--- config.mk ---
export PLATFORM = sky130hd
export DESIGN_NAME = btn_updown_counter_flat
export DESIGN_NICKNAME = d
export VERILOG_FILES = /design/src/rtl/btn_updown_counter_if.sv /design/src/rtl/btn_updown_counter.sv /design/src/flat_wrapper.sv
export SDC_FILE = /design/constraint.sdc
export NUM_CORES = 1
export LEC_CHECK = 0
export CORE_MARGIN = 2
export CORE_UTILIZATION = 36
export DETAILED_ROUTE_END_ITERATION = 8
export DONT_BUFFER_PORTS = 1
export GPL_TIMING_DRIVEN = 0
export PLACE_DENSITY = 0.51
export SLEW_MARGIN = 0
export SYNTH_ARGS = -nofsm -noshare
export SYNTH_HDL_FRONTEND = slang
export SYNTH_SLANG_ARGS = --single-unit
--- constraint.sdc ---
create_clock -name clk -period 3.15 [get_ports clk]
set_input_delay 0.1575 -clock clk [delete_from_list [all_inputs] [get_ports clk]]
set_output_delay 0.1575 -clock clk [all_outputs]
set_load 0.02 [all_outputs]
--- src/rtl/btn_updown_counter_if.sv ---
`default_nettype none
// ---------------------------------------------------------------------------
// btn_updown_counter_if : button inputs and LED/flag outputs, rev 1.0
// ---------------------------------------------------------------------------
interface btn_updown_counter_if #(
  parameter int WIDTH = 8
);
  logic             btn_west;
  logic             btn_east;
  logic             btn_clr;
  logic [WIDTH-1:0] led;
  logic             at_max;
  logic             at_min;

  modport master (
    output btn_west, btn_east, btn_clr,
    input  led, at_max, at_min
  );

  modport slave (
    input  btn_west, btn_east, btn_clr,
    output led, at_max, at_min
  );
endinterface
`default_nettype wire

--- src/rtl/btn_updown_counter.sv ---
`default_nettype none
// ---------------------------------------------------------------------------
// btn_updown_counter : debounced up/down/clear counter with auto-repeat, rev 1.0
// ---------------------------------------------------------------------------
module btn_updown_counter #(
  parameter int WIDTH        = 8,
  parameter int DEBOUNCE     = 123456,
  parameter int REPEAT_DELAY = 0,
  parameter int REPEAT_RATE  = 1,
  parameter bit SIGNED       = 1'b1,
  parameter bit WRAP         = 1'b0
) (
  input  wire                   clk,
  input  wire                   reset,
  btn_updown_counter_if.slave   bus
);

  localparam int               c_DBW     = (DEBOUNCE > 1) ? $clog2(DEBOUNCE) : 1;
  localparam logic [c_DBW-1:0] c_DB_LAST = c_DBW'(DEBOUNCE - 1);
  localparam logic [WIDTH-1:0] c_MAX     = SIGNED ? {1'b0, {(WIDTH-1){1'b1}}} : {WIDTH{1'b1}};
  localparam logic [WIDTH-1:0] c_MIN     = SIGNED ? {1'b1, {(WIDTH-1){1'b0}}} : {WIDTH{1'b0}};

  // Channel 0 = increment (west), 1 = decrement (east), 2 = clear
  wire [2:0] w_raw = {bus.btn_clr, bus.btn_east, bus.btn_west};
  wire [2:0] w_step;

  logic [WIDTH-1:0] r_value;
  wire              w_at_max = (r_value == c_MAX);
  wire              w_at_min = (r_value == c_MIN);

  for (genvar i = 0; i < 3; i++) begin : g_chan
    logic             r_sync1;
    logic             r_sync2;
    logic             r_lvl;
    logic             r_lvl_d;
    logic [c_DBW-1:0] r_db_cnt;
    wire              w_press = r_lvl & ~r_lvl_d;

    always_ff @(posedge clk or negedge reset) begin
      if (!reset) begin
        r_sync1  <= 1'b0;
        r_sync2  <= 1'b0;
        r_lvl    <= 1'b0;
        r_lvl_d  <= 1'b0;
        r_db_cnt <= '0;
      end else begin
        r_sync1 <= w_raw[i];
        r_sync2 <= r_sync1;
        r_lvl_d <= r_lvl;
        if (r_sync2 == r_lvl) begin
          r_db_cnt <= '0;
        end else if (r_db_cnt == c_DB_LAST) begin
          r_lvl    <= r_sync2;
          r_db_cnt <= '0;
        end else begin
          r_db_cnt <= r_db_cnt + 1'b1;
        end
      end
    end

    if (i < 2 && REPEAT_DELAY > 0) begin : g_repeat
      localparam int c_HOLD_MAX = (REPEAT_DELAY > REPEAT_RATE) ? REPEAT_DELAY : REPEAT_RATE;
      localparam int c_HW       = $clog2(c_HOLD_MAX + 1);

      // r_hold counts cycles since the last step; it never passes the current target
      logic [c_HW-1:0] r_hold;
      logic            r_rep_phase;
      wire  [c_HW-1:0] w_target = r_rep_phase ? c_HW'(REPEAT_RATE) : c_HW'(REPEAT_DELAY);
      wire             w_rep    = r_lvl & r_lvl_d & (r_hold == w_target);

      always_ff @(posedge clk or negedge reset) begin
        if (!reset) begin
          r_hold      <= '0;
          r_rep_phase <= 1'b0;
        end else if (!r_lvl) begin
          r_hold      <= '0;
          r_rep_phase <= 1'b0;
        end else if (w_press || w_rep) begin
          r_hold      <= c_HW'(1);
          r_rep_phase <= r_rep_phase | w_rep;
        end else if (r_hold != w_target) begin
          r_hold      <= r_hold + 1'b1;
        end
      end

      assign w_step[i] = w_press | w_rep;
    end else begin : g_no_repeat
      assign w_step[i] = w_press;
    end
  end

  always_ff @(posedge clk or negedge reset) begin
    if (!reset) begin
      r_value <= '0;
    end else if (w_step[2]) begin
      r_value <= '0;
    end else if (w_step[0] && !w_step[1]) begin
      if (WRAP || !w_at_max) begin
        r_value <= r_value + 1'b1;
      end
    end else if (w_step[1] && !w_step[0]) begin
      if (WRAP || !w_at_min) begin
        r_value <= r_value - 1'b1;
      end
    end
  end

  assign bus.led    = r_value;
  assign bus.at_max = w_at_max;
  assign bus.at_min = w_at_min;

endmodule
`default_nettype wire

--- src/flat_wrapper.sv ---
// flat-port wrapper written by rule: the top's interface ports become plain ports
module btn_updown_counter_flat 
#(
  parameter int WIDTH        = 8,
  parameter int DEBOUNCE     = 123456,
  parameter int REPEAT_DELAY = 0,
  parameter int REPEAT_RATE  = 1,
  parameter bit SIGNED       = 1'b1,
  parameter bit WRAP         = 1'b0
)
  (clk, reset, bus_btn_west, bus_btn_east, bus_btn_clr, bus_led, bus_at_max, bus_at_min);
  btn_updown_counter_if #(.WIDTH(WIDTH)) bus_i ();
  input  wire clk;
  input  wire reset;
  input wire logic [$bits(bus_i.btn_west)-1:0] bus_btn_west;
  input wire logic [$bits(bus_i.btn_east)-1:0] bus_btn_east;
  input wire logic [$bits(bus_i.btn_clr)-1:0] bus_btn_clr;
  output wire logic [$bits(bus_i.led)-1:0] bus_led;
  output wire logic [$bits(bus_i.at_max)-1:0] bus_at_max;
  output wire logic [$bits(bus_i.at_min)-1:0] bus_at_min;
  assign bus_i.btn_west = bus_btn_west;
  assign bus_i.btn_east = bus_btn_east;
  assign bus_i.btn_clr = bus_btn_clr;
  assign bus_led = bus_i.led;
  assign bus_at_max = bus_i.at_max;
  assign bus_at_min = bus_i.at_min;
  btn_updown_counter #(.WIDTH(WIDTH), .DEBOUNCE(DEBOUNCE), .REPEAT_DELAY(REPEAT_DELAY), .REPEAT_RATE(REPEAT_RATE), .SIGNED(SIGNED), .WRAP(WRAP)) u_core (.clk(clk), .reset(reset), .bus(bus_i));
endmodule
After elaboration in Yosys (flattened, before gate mapping)
Cells that the tools add are included.
{"block": "totals", "regBits": 71, "output_inout_bits": 10, "elab_cells": 60}
{"block": "op_classes", "n_reduce_logical": 9, "bitwise_logic": 9, "n_eq_ne": 10, "add_sub_neg": 5, "muxes": 11}
{"cell": "$mux 17", "n": 6}
{"cell": "$add 17x1->17 const B", "n": 3}
{"cell": "$eq 17x17->1 const B", "n": 3}
{"cell": "$mux 8", "n": 5}
{"cell": "$add 8x1->8 const B", "n": 1}
{"cell": "$eq 8x7->1 const B", "n": 1}
{"cell": "$eq 8x8->1 const B", "n": 1}
{"cell": "$sub 8x1->8 const B", "n": 1}
{"cell": "$not 1->1", "n": 6}
{"cell": "$reduce_and 2->1", "n": 3}
{"cell": "$and 1x1->1", "n": 3}
{"cell": "$eq 1x1->1", "n": 3}
{"cell": "$ne 3x1->1 const B", "n": 1}
{"cell": "$ne 3x2->1 const B", "n": 1}
{"cell": "$reduce_and 3->1", "n": 1}
{"cell": "$reduce_bool 3->1", "n": 1}
{"cell": "$logic_and 1x1->1", "n": 2}
{"cell": "$logic_not 1->1", "n": 2}

Longest topological paths before layout
Gate-level depths: netlist of run 1.
{"block": "depth", "depth_word": 7, "ltp_mapped": 8}

Worst setup path after synthesis of run 1
OpenSTA, ideal clock, no wires.
{"block": "synth_path", "kind": "register -> register", "startpoint": "register u_core.g_chan[0].r_lvl_d", "endpoint": "register u_core.r_value[7], in the netlist u_core.bus.led[7]", "t_arrival_ps": 2092, "period_less_slack_ps": 2212, "path_stages_with_launch": 8, "slack_ps": 938, "n_path_buf": 0, "cell_sequence": "dfrtp_1 > and2b_1 > nand2_1 > ha_1 > o21ai_0 > a21oi_1 > or4_1 > a41o_1"}
{"block": "synth_via", "elab_chain_len": 6, "elab_cells_between_ends": 11}
{"element": "from (decl)", "line": "btn_updown_counter.sv:35", "source": "logic r_lvl_d;"}
{"element": "from (signal assigned)", "line": "btn_updown_counter.sv:49", "source": "r_lvl_d <= r_lvl;"}
{"element": "$not 1->1 *", "line": "btn_updown_counter.sv:37", "source": "wire w_press = r_lvl & ~r_lvl_d;"}
{"element": "$and 1x1->1 *", "line": "btn_updown_counter.sv:37"}
{"element": "$logic_not 1->1", "line": "btn_updown_counter.sv:101", "source": "end else if (w_step[1] && !w_step[0]) begin"}
{"element": "$logic_and 1x1->1", "line": "btn_updown_counter.sv:101"}
{"element": "$reduce_bool 3->1 (no source line)"}
{"element": "$reduce_and 3->1 (no source line)"}
{"element": "to (signal assigned)", "line": "btn_updown_counter.sv:99", "source": "r_value <= r_value + 1'b1;"}
{"element": "to (signal assigned)", "line": "btn_updown_counter.sv:103", "source": "r_value <= r_value - 1'b1;"}
{"element": "to (decl)", "line": "btn_updown_counter.sv:27", "source": "logic [WIDTH-1:0] r_value;"}
Mark *: on every way between the ends. The rest lies on a longest branch, timed or not.
A chain may end at the register's enable or synchronous reset.

Worst setup path in the final report of run 1
Ends and elaborated chain as after synthesis.

==> impl_metrics.yaml, run 1 <==
worst_setup_path:
  worstPathMaxFanout: 10
  r2r-start: "u_core.g_chan[0].r_lvl_d$_DFF_PN0_"
  critPathMaxStageDelay_ns: 0.50
  path_cells: "and2b_1 -> nand2_1 -> ha_1 -> o21ai_0 -> a21oi_1 -> or4_1 -> a31oi_1 -> a41o_1"
  path_class: "reg -> reg"
  reg2reg_depth: 8
  cp_top_family: "simple AND/OR/NAND/NOR gates"
  cp.depth: 8
  worst_ep_arrival_time_ns: 2.76
  reg2reg_slack_ns: 0.67
  cp_data_required_time_ns: 3.43
  cp-start-kind: "flip-flop"
  end_kind: "flip-flop"
  critPathBufInv: 0
  crit_slowest_cell: "or4_1"
  reg2reg_to: "u_core.bus.led[7]$_DFFE_PN0P_"
cells_and_area:
  synthToLayoutAreaGrowth_pct: 12.31
  final_nets: 370
  antennaDiodeCount: 0
  layout_commonest_cell: "dfrtp_1"
  drive_gt1_share_pct: 8.611
  layout_common_cells: "dfrtp_1, nor2_1, xor2_1"
  final_cell_count_no_fill: 493
sta:
  fmax_ghz: 0.4030
  final-hold-violation-count: 0
  finalSetupViolCount: 0
  fin_crit_sh_pct: 78.78
  fin_crit_ns: 2.482
  setup_tns_ns: 0
  relSlewSlack_pct: 59.53
  clock_skew_ns: 0.01396
  slew_violations: 0
  rsz0062_at_grt: "no"
  worst_slew_pin_slew_ns: 0.6049
yosys:
  ys_seq_elements: 71
  synth.net_count: 354
  synthArstFlopShare_pct: 100.0
  synth_cells: 340
  synth_edf_count: 0
  synth_ff_type: "dfrtp_1"
  ys_warn_count: 0
  synth_top_cell_by_area: "dfrtp_1"
  synth_cell_types: 45
  synth_area_leaders: "dfrtp_1, xor2_1, nor2_1"
  ys_seq_area_share_pct: 50.66
  synthDominantCellAreaShare_pct: 50.66
  netlist_area_um2: 3507
  synth_area_per_cell_um2: 10.32
routing:
  initialDrtViolationCount: 84
  vias: 2370
  first_pass_iters: 4
  finalWirelength_um: 6477
  via_per_inst: 4.807
  drc: 0
  ant_nets: 0
  wire_per_inst_um: 13.14
clock_tree:
  postCtsHoldBufs: 5
  ctsResizeCount: 0
  cts_buffer_depth: 2
  clock_latency_ns: 0.35
  post_cts_buffers: 0
  clock-root-buffer: "clkbuf_8"
  clock_sinks: 71
  cts_tree: "done"
  clk_transition_reported_paths_ns: 0.07
  htreeDepth: 3
  cts_buffers: 9
hold_path:
  hold_class: "in -> async"
pwr:
  p_per_area_nw_per_um2: 440.1
  peakVddDrop_v: 0.0001780
  total_leakage_power_nw: 1.780
floorplan:
  die_y_um: 102.7
  coreArea_um2: 9594
  num_io_pins: 15
  start_util_pct: 36.55
  num_rows: 36
  dieArea_um2: 10550
  chipWidth_um: 102.7
outcome:
  status: "finished, final reports clean"
place:
  port_buffers: 0
  dpl.cell_count: 473
  dpl.hpwl_um: 4236
  gp_congestion: 0.8227
global_routing:
  grt_usage_pct: 13.51
  grt_pass1_vias: 2296
  grt_max_degree: 72
  grt.overflow.total: 0
  antenna_found_initial: 0
  grt_first_pass_wirelength_um: 10980
job:
  maxCapViolCount: 0
==> metrics by stage <==
step	power, W	hold WS, ns	worst slack [ns]	util [%]	instance area (µm²)
2_1_floorplan	0.0009792	-0.1381	0.9378	-	3507
3_5_place_dp	0.0009893	-0.1360	0.6625	38.29	3674
5_1_grt	0.001824	0.3663	0.4585	41.05	3939
3_3_place_gp	0.0009890	-0.1355	0.6796	38.29	3674
4_1_cts	0.001769	0.3614	0.6523	41.05	3939
6_report	0.001733	0.3559	0.6684	41.05	3939
==> how the worst max path moves through the flow <==
stage                                     to  slack, ns                          startpoint
6_report       u_core.bus.led[7]$_DFFE_PN0P_       0.67  u_core.g_chan[0].r_lvl_d$_DFF_PN0_
3_5_place_dp   u_core.bus.led[6]$_DFFE_PN0P_       0.66  u_core.g_chan[0].r_lvl$_DFFE_PN0P_
2_1_floorplan  u_core.bus.led[7]$_DFFE_PN0P_       0.94  u_core.g_chan[0].r_lvl_d$_DFF_PN0_
3_3_place_gp   u_core.bus.led[7]$_DFFE_PN0P_       0.68  u_core.g_chan[0].r_lvl_d$_DFF_PN0_
5_1_grt        u_core.bus.led[7]$_DFFE_PN0P_       0.46  u_core.g_chan[0].r_lvl$_DFFE_PN0P_
4_1_cts        u_core.bus.led[6]$_DFFE_PN0P_       0.65  u_core.g_chan[0].r_lvl$_DFFE_PN0P_
==> metal layers <==
| layer | GRT usage [%] | wire (µm) | vias up |
|---|---|---|---|
| li1 | - | - | 1212 |
| met1 | 19.12 | 3285 | 1124 |
| met2 | 20.01 | 2914 | 26 |
| met3 | 3.932 | 174 | 8 |
| met4 | 4.308 | 103 | 0 |
| met5 | 0 | 0 | - |
==> where the power goes <==
part           leakage (nW)  internal, W  switching [W]  total (W)
sequential            0.971     0.000924      0.0000112   0.000936
clock                0.0985     0.000404       0.000333   0.000737
combinational         0.711    0.0000221      0.0000389  0.0000610
total                  1.78      0.00135       0.000383    0.00173
==> registers in the layout, indices dropped and copies added (netlist names) <==
name and count:
u_core.bus.led 8, u_core.g_chan.r_sync1 3, u_core.g_chan.r_lvl 3, u_core.g_chan.r_db_cnt 51
u_core.g_chan.r_sync2 3, u_core.g_chan.r_lvl_d 3
==> cell families after synthesis <==
kind of cell,after synthesis,synth area share (%)
flip-flops,71,50.66
buffers and inverters,14,2.354
AND/OR/NAND/NOR,163,24.37
XOR/XNOR,51,12.74
adder cells (fa/ha/maj),9,3.211
multiplexers,3,0.9632
AO/OA/AOI/OAI,29,5.708
==> synthesized netlist by cell type, types with 5 or more instances <==
library cell,n
a21oi_1,7
and2_1,7
and3_1,9
and4_1,8
dfrtp_1,71
ha_1,9
inv_1,5
nand2_1,22
nand3_1,22
nand4_1,12
nor2_1,60
nor4b_1,6
o21ai_0,7
xnor2_1,13
xor2_1,38
==> final cells by class <==
type                       count  area [µm²]
clock buffer                  12       155.1
tap                          133       166.4
clock inverter                 3       42.54
fill                         957        5655
timing repair buffer           5       67.56
multi-input combinational    255        1648
buffer                         9       63.81
sequential                    71        1777
inverter                       5       18.77
(Power assumes the default switching activity.)
==> inputs of run 2 (changes only) <==
Clock period 3.15 ns to 2.5 ns, I/O delays scaled along.
==> impl_metrics.yaml, run 2 (synthesis results as in run 1) <==
outcome:
  status: "finished, final reports clean"
clock_tree:
  htreeDepth: 3
  cts_tree: "done"
  clock_sinks: 71
  clock-root-buffer: "clkbuf_8"
  clk_transition_reported_paths_ns: 0.07
  post_cts_buffers: 0
  cts_buffer_depth: 2
  cts_buffers: 9
  clock_latency_ns: 0.34
routing:
  vias: 2380
  wire_per_inst_um: 13.11
  first_pass_iters: 4
  drc: 0
  via_per_inst: 4.828
  initialDrtViolationCount: 82
  finalWirelength_um: 6465
  ant_nets: 0
worst_setup_path:
  reg2reg_slack_ns: 0.19
  cp_data_required_time_ns: 2.72
  reg2reg_to: "u_core.bus.led[6]$_DFFE_PN0P_"
  path_class: "reg -> reg"
  critPathMaxStageDelay_ns: 0.46
  path_cells: "clkbuf_2 -> a21boi_2 -> nor2_1 -> ha_1 -> o41a_1 -> a2111oi_1 -> a211oi_1"
  crit_slowest_cell: "dfrtp_1"
  end_kind: "flip-flop"
  cp-start-kind: "flip-flop"
  worst_ep_arrival_time_ns: 2.52
  reg2reg_depth: 7
  worstPathMaxFanout: 8
  r2r-start: "u_core.bus.led[1]$_DFFE_PN0P_"
cells_and_area:
  drive_gt1_share_pct: 9.444
  largest_reg_flops: 51
  layout_commonest_cell: "dfrtp_1"
  final_nets: 370
  layout_common_cells: "dfrtp_1, nor2_1, xor2_1"
  regMostFlops: "u_core.g_chan.r_db_cnt"
  antennaDiodeCount: 0
  synthToLayoutAreaGrowth_pct: 12.70
  final_cell_count_no_fill: 493
place:
  port_buffers: 0
  dpl.cell_count: 473
  dpl.hpwl_um: 4236
  gp_congestion: 0.8227
sta:
  fmax_ghz: 0.4331
  holdWs_ns: 0.3240
  fin_crit_ns: 2.309
  finalSetupViolCount: 0
  clock_skew_ns: 0.009023
  slew_violations: 0
  worst_slew_pin_slew_ns: 0.6046
  final-hold-violation-count: 0
  rsz0062_at_grt: "no"
  relSlewSlack_pct: 59.55
  setup_tns_ns: 0
  fin_crit_sh_pct: 92.37
hold_path:
  hold_class: "in -> async"
floorplan:
  num_io_pins: 15
  die_y_um: 102.7
  start_util_pct: 36.55
  dieArea_um2: 10550
  num_rows: 36
  coreArea_um2: 9594
  chipWidth_um: 102.7
global_routing:
  antenna_found_initial: 0
  grt_first_pass_wirelength_um: 10980
  grt.overflow.total: 0
  grt_pass1_vias: 2296
  grt_usage_pct: 13.51
  grt_max_degree: 72
pwr:
  total_leakage_power_nw: 1.781
  p_per_area_nw_per_um2: 551.2
  peakVddDrop_v: 0.0002243
job:
  maxCapViolCount: 0
[run 2: how the worst max path moves through the flow]
stage	startpoint	end	slack, ns	cells past startpoint
5_1_grt	u_core.g_chan[1].r_lvl$_DFFE_PN0P_	u_core.bus.led[7]$_DFFE_PN0P_	0.002	8
3_3_place_gp	u_core.g_chan[0].r_lvl_d$_DFF_PN0_	u_core.bus.led[7]$_DFFE_PN0P_	0.03	7
3_5_place_dp	u_core.g_chan[0].r_lvl$_DFFE_PN0P_	u_core.bus.led[6]$_DFFE_PN0P_	0.01	8
4_1_cts	u_core.g_chan[0].r_lvl$_DFFE_PN0P_	u_core.bus.led[6]$_DFFE_PN0P_	0.002	8
2_1_floorplan	u_core.g_chan[0].r_lvl_d$_DFF_PN0_	u_core.bus.led[7]$_DFFE_PN0P_	0.29	7
6_report	u_core.bus.led[1]$_DFFE_PN0P_	u_core.bus.led[6]$_DFFE_PN0P_	0.19	7
[run 2: what timing repair did]
action / CTS / global route
setup endpoints to repair: 0 / 3
endpoints found under the hold margin: 74 / 0
resized for setup: 0 / 5
hold buffers: 5 / 0
[run 2: cell type report]
cell class                 instances  area, µm²
fill                             955       5642
sequential                        71       1777
multi-input combinational        255       1662
tap                              133      166.4
clock buffer                      12      155.1
timing repair buffer               5      67.56
buffer                             9      63.81
clock inverter                     3      42.54
inverter                           5      18.77
[run 2: report_power, final]
part	switching (W)	total [W]	leakage (nW)	internal, W
Sequential	0.0000140	0.00118	0.971	0.00116
Clock	0.000414	0.000923	0.0985	0.000509
Combinational	0.0000491	0.0000770	0.712	0.0000279
[run 2: per-stage QoR]
step	utilization [%]	worst slack [ns]	total power, W	area (µm²)
after floorplan	-	0.2878	0.001234	3507
after global placement	38.29	0.02960	0.001246	3674
after detailed placement	38.29	0.01245	0.001247	3674
after CTS	41.05	0.002330	0.002229	3939
after global routing	41.20	0.002067	0.002298	3953
final	41.20	0.1909	0.002179	3953
[run 2: critical path, delay by kind of cell (launching register included)]
kind                       cells  cell delay [ns]
AOI/OAI and AO/OA              4             1.19
and+or+nand+nor                1             0.07
DFF                            1             0.46
adders and majority gates      1             0.21
buffers and inverters          1             0.24
[run 2: layer usage]
metal / wire, µm / track usage (%)
met5: 0 / 0
met2: 2912 / 20.01
met3: 157 / 3.932
met4: 103 / 4.308
met1: 3292 / 19.12
==> inputs of run 3 (changes only) <==
Settings changed: CORE_UTILIZATION 36 to 23, PLACE_DENSITY 0.51 to 0.37.
==> impl_metrics.yaml, run 3 (synthesis results as in run 1) <==
pwr:
  p_per_area_nw_per_um2: 668.6
  peakVddDrop_v: 0.0003362
  total_leakage_power_nw: 1.859
outcome:
  status: "finished, final reports clean"
worst_setup_path:
  cp_data_required_time_ns: 2.77
  cp-start-kind: "flip-flop"
  end_kind: "flip-flop"
  reg2reg_depth: 8
  worst_ep_arrival_time_ns: 2.60
  worstPathMaxFanout: 10
  path_class: "reg -> reg"
routing:
  ant_nets: 0
  drc: 0
  via_per_inst: 4.435
  finalWirelength_um: 7198
  first_pass_iters: 6
  vias: 2435
  initialDrtViolationCount: 79
  wire_per_inst_um: 13.11
cells_and_area:
  layout_common_cells: "dfrtp_1, nor2_1, xor2_1"
  layout_commonest_cell: "dfrtp_1"
  finish.utilization_pct: 27.79
  final_nets: 370
  synthToLayoutAreaGrowth_pct: 19.12
  finish.instance_area_um2: 4178
  antennaDiodeCount: 0
  largest_reg_flops: 51
  regMostFlops: "u_core.g_chan.r_db_cnt"
  drive_gt1_share_pct: 9.695
clock_tree:
  clock_sinks: 71
  cts_buffers: 9
  clock_latency_ns: 0.34
  cts_buffer_depth: 2
  clk_transition_reported_paths_ns: 0.06
  post_cts_buffers: 0
  htreeDepth: 3
  cts_tree: "done"
  clock-root-buffer: "clkbuf_16"
job:
  maxCapViolCount: 0
sta:
  clock_skew_ns: 0.006882
  worst_slew_pin_slew_ns: 0.7080
  relSlewSlack_pct: 52.63
  fin_crit_ns: 2.330
  rsz0062_at_grt: "no"
  slew_violations: 0
  finalSetupViolCount: 0
  fin_crit_sh_pct: 93.19
  setup_tns_ns: 0
  final-hold-violation-count: 0
  fmax_ghz: 0.4292
place:
  placed_area_um2: 3742
  dpl.hpwl_um: 4798
  port_buffers: 0
  gp_congestion: 0.7443
floorplan:
  num_rows: 45
  start_util_pct: 23.33
  coreArea_um2: 15030
  chipWidth_um: 127.5
  num_io_pins: 15
  die_y_um: 127.5
  dieArea_um2: 16250
hold_path:
  hold_class: "in -> async"
global_routing:
  antenna_found_initial: 0
  grt_usage_pct: 9.865
  grt_first_pass_wirelength_um: 12520
  grt.overflow.total: 0
  grt_pass1_vias: 2541
  grt_max_degree: 72
==> run 3: changes by cell type in the layout (fill, tap and decap cells not counted), sizes merged <==
| cell | previous run | this run |
|---|---|---|
| bufinv | 1 | 3 |
| clkbuf | 16 | 15 |
| clkinv | 1 | 2 |
| clkinvlp | 1 | 0 |
==> run 3: cell type report <==
type                       instances  area [µm²]
fill                            1543       10860
sequential                        71        1777
multi-input combinational        255        1659
clock buffer                      11       252.7
tap                              188       235.2
clock inverter                     5       103.9
timing repair buffer               5       67.56
buffer                             9       63.81
inverter                           5       18.77
==> run 3: final timing paths <==
check | startpoint | end | slack [ns]
max | u_core.g_chan[0].r_lvl_d$_DFF_PN0_ | u_core.bus.led[7]$_DFFE_PN0P_ | 0.17
min | reset | u_core.g_chan[0].r_db_cnt[9]$_DFF_PN0_ | 0.34
max reg2reg | u_core.g_chan[0].r_lvl_d$_DFF_PN0_ | u_core.bus.led[7]$_DFFE_PN0P_ | 0.17
min reg2reg | u_core.g_chan[1].r_sync1$_DFF_PN0_ | u_core.g_chan[1].r_sync2$_DFF_PN0_ | 0.35
max in group asynchronous | reset | u_core.bus.led[3]$_DFFE_PN0P_ | 1.86
min in group clk | bus_btn_west | u_core.g_chan[0].r_sync1$_DFF_PN0_ | 0.34
==> run 3: what timing repair did <==
action / CTS / global route
hold buffers: 5 / 0
hold endpoints to repair: 74 / 0
endpoints found under the setup margin: 0 / 4
gates resized for setup: 0 / 3
==> run 3: layer usage <==
| metal | track usage (%) | vias up | wire length, µm |
|---|---|---|---|
| met2 | 14.91 | 22 | 3232 |
| li1 | - | 1209 | - |
| met1 | 12.84 | 1189 | 3541 |
| met5 | 0 | - | 0 |
| met4 | 5.688 | 0 | 210 |
| met3 | 2.429 | 15 | 213 |
==> run 3: report_power, final <==
part	internal, W	switching [W]
clock network	0.00103	0.000506
registers	0.00117	0.0000144
logic	0.0000277	0.0000494
total	0.00222	0.000570
==> run 3: metrics by stage <==
step	std cells	total power, W	worst slack (ns)	hold WS [ns]
finish	549	0.002793	0.1702	0.3442
global route	549	0.002904	0.03706	0.3461
CTS	549	0.002842	0.03891	0.3303
detailed placement	528	0.001248	0.04947	-0.1668
global placement	528	0.001248	0.05516	-0.1665
floorplan	340	0.001234	0.2878	-0.1706
==> run 3: critical path, stage by stage (launching register included) <==
cell and delay, ns:
dfrtp_1 0.35, and2b_1 0.32, nand2_4 0.15, ha_1 0.37, o21ai_0 0.20, a21oi_1 0.08
or4_1 0.49, a31oi_1 0.19, a41o_1 0.12
